File: src/rtl/instr_loader_pkg.sv
// Shared CPU package: loader FSM state encoding and program-length width.
package instr_loader_pkg;

    localparam int LEN_W = 10;

    typedef enum logic [1:0] {
        ST_IDLE  = 2'd0,
        ST_LOAD  = 2'd1,
        ST_FLUSH = 2'd2,
        ST_DONE  = 2'd3
    } state_e;

endpackage

File: src/rtl/instr_loader_if.sv
// Control, byte-stream and instruction-memory write signals of the program loader.
interface instr_loader_if;
    import instr_loader_pkg::*;

    logic             start;
    logic [31:0]      base_addr;
    logic [LEN_W-1:0] len_words;
    logic             byte_valid;
    logic [7:0]       byte_data;
    logic             byte_ready;
    logic             mem_we;
    logic [31:0]      mem_addr;
    logic [31:0]      mem_wd;
    logic             cpu_hold;
    logic             busy;
    logic             done;

    modport master (
        output start, base_addr, len_words, byte_valid, byte_data,
        input  byte_ready, mem_we, mem_addr, mem_wd, cpu_hold, busy, done
    );

    modport slave (
        input  start, base_addr, len_words, byte_valid, byte_data,
        output byte_ready, mem_we, mem_addr, mem_wd, cpu_hold, busy, done
    );

endinterface

File: src/rtl/instr_loader.sv
// Packs a big-endian byte stream into 32-bit words written to instruction memory; mem_we lands 1 cycle after a word's 4th byte.
// byte_ready is high only while loading, so surplus source bytes stay with the source; the CPU is held until done.
module instr_loader
    import instr_loader_pkg::*;
(
    input  logic          clk,
    input  logic          rst,
    instr_loader_if.slave bus
);

    state_e           state_q, state_d;
    logic [31:0]      addr_q, addr_d;
    logic [LEN_W-1:0] len_q, len_d;
    logic [LEN_W-1:0] word_cnt_q, word_cnt_d;
    logic [1:0]       byte_cnt_q, byte_cnt_d;
    logic [23:0]      asm_q, asm_d;
    logic             mem_we_q, mem_we_d;
    logic [31:0]      mem_addr_q, mem_addr_d;
    logic [31:0]      mem_wd_q, mem_wd_d;

    always_comb begin
        state_d    = state_q;
        addr_d     = addr_q;
        len_d      = len_q;
        word_cnt_d = word_cnt_q;
        byte_cnt_d = byte_cnt_q;
        asm_d      = asm_q;
        mem_we_d   = 1'b0;
        mem_addr_d = mem_addr_q;
        mem_wd_d   = mem_wd_q;

        case (state_q)
            ST_IDLE, ST_DONE: begin
                if (bus.start) begin
                    addr_d     = {bus.base_addr[31:2], 2'b00};
                    len_d      = bus.len_words;
                    byte_cnt_d = 2'd0;
                    word_cnt_d = '0;
                    state_d    = (bus.len_words == '0) ? ST_DONE : ST_LOAD;
                end
            end
            ST_LOAD: begin
                if (bus.byte_valid) begin
                    // byte_cnt wraps 3 -> 0 on its own, starting the next word.
                    byte_cnt_d = byte_cnt_q + 2'd1;
                    if (byte_cnt_q == 2'd3) begin
                        mem_we_d   = 1'b1;
                        mem_addr_d = addr_q;
                        mem_wd_d   = {asm_q, bus.byte_data};
                        addr_d     = addr_q + 32'd4;
                        word_cnt_d = word_cnt_q + LEN_W'(1);
                        if (word_cnt_q == len_q - LEN_W'(1)) begin
                            state_d = ST_FLUSH;
                        end
                    end else begin
                        asm_d = {asm_q[15:0], bus.byte_data};
                    end
                end
            end
            ST_FLUSH: state_d = ST_DONE;
            default:  state_d = ST_IDLE;
        endcase
    end

    always_ff @(posedge clk or posedge rst) begin
        if (rst) begin
            state_q    <= ST_IDLE;
            addr_q     <= '0;
            len_q      <= '0;
            word_cnt_q <= '0;
            byte_cnt_q <= '0;
            asm_q      <= '0;
            mem_we_q   <= 1'b0;
            mem_addr_q <= '0;
            mem_wd_q   <= '0;
        end else begin
            state_q    <= state_d;
            addr_q     <= addr_d;
            len_q      <= len_d;
            word_cnt_q <= word_cnt_d;
            byte_cnt_q <= byte_cnt_d;
            asm_q      <= asm_d;
            mem_we_q   <= mem_we_d;
            mem_addr_q <= mem_addr_d;
            mem_wd_q   <= mem_wd_d;
        end
    end

    assign bus.byte_ready = (state_q == ST_LOAD);
    assign bus.busy       = (state_q == ST_LOAD) || (state_q == ST_FLUSH);
    assign bus.done       = (state_q == ST_DONE);
    assign bus.cpu_hold   = (state_q != ST_DONE);
    assign bus.mem_we     = mem_we_q;
    assign bus.mem_addr   = mem_addr_q;
    assign bus.mem_wd     = mem_wd_q;

endmodule
File: src/flat_wrapper.sv
// flat-port wrapper written by rule: the top's interface ports become plain ports
module instr_loader_flat import instr_loader_pkg::*;
  (clk, rst, bus_start, bus_base_addr, bus_len_words, bus_byte_valid, bus_byte_data, bus_byte_ready, bus_mem_we, bus_mem_addr, bus_mem_wd, bus_cpu_hold, bus_busy, bus_done);
  instr_loader_if bus_i ();
  input  logic clk;
  input  logic rst;
  input wire logic [$bits(bus_i.start)-1:0] bus_start;
  input wire logic [$bits(bus_i.base_addr)-1:0] bus_base_addr;
  input wire logic [$bits(bus_i.len_words)-1:0] bus_len_words;
  input wire logic [$bits(bus_i.byte_valid)-1:0] bus_byte_valid;
  input wire logic [$bits(bus_i.byte_data)-1:0] bus_byte_data;
  output wire logic [$bits(bus_i.byte_ready)-1:0] bus_byte_ready;
  output wire logic [$bits(bus_i.mem_we)-1:0] bus_mem_we;
  output wire logic [$bits(bus_i.mem_addr)-1:0] bus_mem_addr;
  output wire logic [$bits(bus_i.mem_wd)-1:0] bus_mem_wd;
  output wire logic [$bits(bus_i.cpu_hold)-1:0] bus_cpu_hold;
  output wire logic [$bits(bus_i.busy)-1:0] bus_busy;
  output wire logic [$bits(bus_i.done)-1:0] bus_done;
  assign bus_i.start = bus_start;
  assign bus_i.base_addr = bus_base_addr;
  assign bus_i.len_words = bus_len_words;
  assign bus_i.byte_valid = bus_byte_valid;
  assign bus_i.byte_data = bus_byte_data;
  assign bus_byte_ready = bus_i.byte_ready;
  assign bus_mem_we = bus_i.mem_we;
  assign bus_mem_addr = bus_i.mem_addr;
  assign bus_mem_wd = bus_i.mem_wd;
  assign bus_cpu_hold = bus_i.cpu_hold;
  assign bus_busy = bus_i.busy;
  assign bus_done = bus_i.done;
  instr_loader u_core (.clk(clk), .rst(rst), .bus(bus_i));
endmodule
File: config.mk
export PLATFORM = sky130hd
export DESIGN_NAME = instr_loader_flat
export DESIGN_NICKNAME = d
export VERILOG_FILES = /design/src/rtl/instr_loader_pkg.sv /design/src/rtl/instr_loader_if.sv /design/src/rtl/instr_loader.sv /design/src/flat_wrapper.sv
export SDC_FILE = /design/constraint.sdc
export NUM_CORES = 1
export LEC_CHECK = 0
export ABC_CLOCK_PERIOD_IN_PS = 4010
export BUFFER_PORTS_ARGS = -buffer_cell sky130_fd_sc_hd__buf_2
export CAP_MARGIN = 15
export CORE_MARGIN = 3
export CORE_UTILIZATION = 50
export CTS_CLUSTER_SIZE = 8
export DETAILED_ROUTE_END_ITERATION = 16
export GPL_ROUTABILITY_DRIVEN = 0
export PLACE_DENSITY = 0.76
export SLEW_MARGIN = 20
export SYNTH_ARGS = -nofsm -noshare
export SYNTH_HDL_FRONTEND = slang
export SYNTH_SLANG_ARGS = --single-unit
File: constraint.sdc
create_clock -name clk -period 4.01 [get_ports clk]
set_input_delay 0.401 -clock clk [delete_from_list [all_inputs] [get_ports clk]]
set_output_delay 0.401 -clock clk [all_outputs]
set_load 0.01 [all_outputs]
==> flow_summary.toml <==
[outcome]
status = "finished clean"

[sta]
period_needed_ns = 2.80
finalHoldViolCount = 0
skew_ns = 0.00730
drv_slew = 0
rsz0062_at_grt = "no"
whs_ns = 0.185
fmax_mhz = 357
setup_viol = 0
fin_tns_setup_ns = 0
relSlewSlack_pct = 39.2
tightest_slew_ns = 0.912
fin_crit_sh_pct = 69.8

[critical_path]
reg2reg_slack_ns = 1.21
reg2reg_depth = 8
critPathArrivalTime_ns = 3.14
cp_common_cell = "buf_4"
end_kind = "register"
cp_slowest_cell = "ha_2"
startpoint_type = "register"
r2r-start = "u_core.state_q[1]"
rr_endpoint = "u_core.addr_q[15]"
max_stage_delay_ns = 0.55
critical_path_peak_fanout = 46
crit_required_ns = 4.35
crit_chain = "inv_1 > ha_2 > buf_4 > a21oi_4 > buf_4 > nand2_1 > o22ai_1 > a21oi_1"
worstSetupPathType = "register to register"

[detailed_routing]
routed_via_density = 5.65
drt-wirelength-per-cell_um = 17.1
drtIter0Drc = 457
drt-total-wl_um = 14900
via_count = 4914
drc = 0
antenna_left = 0
dr.pass1.iters = 5

[clock_network]
cts_buffers = 17
path_clk_slew_ns = 0.06
clock_sinks = 141
postCtsSetupRepairBufs = 0
htree_levels = 4
clock_path_buffers = 2
cts.repair.resized = 0
cts_tree = "done"
cts_hold_buf = 0
cts_root_buffer = "clkbuf_16"
insertion_delay_ns = 0.42

[place]
placed_cell_area_um2 = 7380
portBuffers = 118
dp_hpwl_um = 10200

[layout]
final_design_area_no_fill_um2 = 7950
syn2layout_area_growth_pct = 19.3
mostFrequentLayoutCells = "dfrtp_1 (141), buf_2 (118), mux2_2 (94)"
nets = 745
mostFrequentLayoutCell = "dfrtp_1"
drive_gt1_share_pct = 39.2
antenna_cells = 0
final_util_pct = 62.0

[synth]
synth_edf_count = 0
ys_ff_latch = 141
syn-cell-area_um2 = 6670
synth_warnings = 0
syn_avg_cell_area_um2 = 11.7
synth_mux_area_share_pct = 17.4
synthXorXnorAreaFrac_pct = 1.97
async_reset_ff_share_pct = 100
ys_types = 61
synth_flop_cell = "dfrtp_1"
synthAdderAreaFrac_pct = 1.31
yosysSeqAreaShare_pct = 52.9
synth_top_family_by_area = "multiplexers"
synth_compound_area_share_pct = 10.2
synthSimpleGateAreaFrac_pct = 12.8
synthCells = 570

[power_and_ir_drop]
peakVddDrop_mv = 0.444
switching_share_pct = 37.3
finalPower_mw = 6.43
power_frac_comb_pct = 37.1
internal_power_mw = 4.03
clkPwrFrac_pct = 23.2
p_leak_nw = 3.83
powerDensity_nw_per_um2 = 808
p_switching_mw = 2.40
pwr-share-seq_pct = 39.7

[floorplanning]
die_x_um = 121
dieArea_um2 = 14800
ios = 123
die_h_um = 121
core_area_um2 = 12800
fp-row-count = 41
initial_utilization_pct = 52.0

[global_route]
grt_pass1_wl_um = 25100
grt_max_degree = 142
antenna_found_initial = 0
gr-total-overflow = 0
grt_pass1_vias = 5114
grt_usage_pct = 21.7

[job]
cap_violations = 0

[min_path]
hp-class = "input pin to async pin"
## state kept, by name, indices dropped and copies added, names as in the netlist
register,flops
u_core.len_q,10
u_core.bus.mem_addr,30
u_core.byte_cnt_q,2
u_core.bus.mem_wd,32
u_core.addr_q,30
u_core.bus.mem_we,1
u_core.state_q,2
u_core.asm_q,24
u_core.word_cnt_q,10
## power groups by stage
stage	Sequential, mW	Clock [mW]	Combinational (mW)
global placement	2.51	0	2.28
floorplan	2.53	0	1.71
global route	2.64	1.59	2.65
CTS	2.54	1.52	2.40
finish	2.55	1.49	2.39
detailed placement	2.56	0	2.39
## Yosys cell counts (7+ instances only)
master     number  area [um^2]
nor2_1         21         78.8
o21ai_0        25          125
clkbuf_1       17         63.8
ha_1            7         87.6
nand2_1        40          150
and3_1         10         62.6
o22ai_1        17          106
dfrtp_1       141         3530
mux2_2         94         1060
mux2i_1        10          100
inv_1          12         45.0
nor3_1         12         60.1
xor2_1          9         78.8
a2bb2oi_1       7         61.3
nand3_1        25          125
a21oi_1        35          175
## area by class of cell
cell class	instances	area [um^2]
fillers	1038	4870
flip-flops and latches	141	3530
multi-input cells	389	2950
repair buffers	123	641
clock buffers	20	457
well taps	172	215
clock inverters	12	111
inverters	12	48.8
## metal layers
layer  global-route usage [%]  vias up  wire, um
met5                        0        -         0
met3                     8.34       16      1170
li1                         -     2313         -
met2                     35.3      149      7390
met4                     6.93        0       171
met1                     26.5     2436      6150
## through the flow
stage / cells / setup WS, ns
floorplan: 571 / 1.85
global placement: 837 / 1.33
detailed placement: 837 / 1.23
CTS: 869 / 1.23
global route: 869 / 0.957
finish: 869 / 1.21
## worst max path at each step
stage | start | endpoint | slack (ns) | cells past startpoint
global route | u_core.state_q[1] | u_core.addr_q[11] | 0.96 | 8
CTS | u_core.state_q[1] | u_core.addr_q[18] | 1.23 | 8
global placement | u_core.state_q[1] | u_core.addr_q[17] | 1.33 | 8
finish | u_core.state_q[1] | u_core.addr_q[15] | 1.21 | 8
floorplan | rst | u_core.addr_q[10] | 1.85 | 1
detailed placement | u_core.state_q[1] | u_core.addr_q[18] | 1.23 | 8
## critical path, delay by kind of cell, from the launching register on
kind	cells	cell delay [ns]
fa+ha+maj	1	0.55
flops	1	0.39
buf+inv	3	0.88
simple gates	1	0.47
compound gates	3	0.42
## logic make-up (layout without fill, tap and decap cells)
group | after synthesis | count (layout)
AO/OA/AOI/OAI | 107 | 107
XOR/XNOR | 15 | 15
adder cells (fa/ha/maj) | 7 | 7
buffers and inverters | 41 | 167
flip-flops | 141 | 141
multiplexers | 104 | 104
other | 1 | 2
AND/OR/NAND/NOR | 154 | 154
Note: power is estimated with default switching activity, not from simulation.
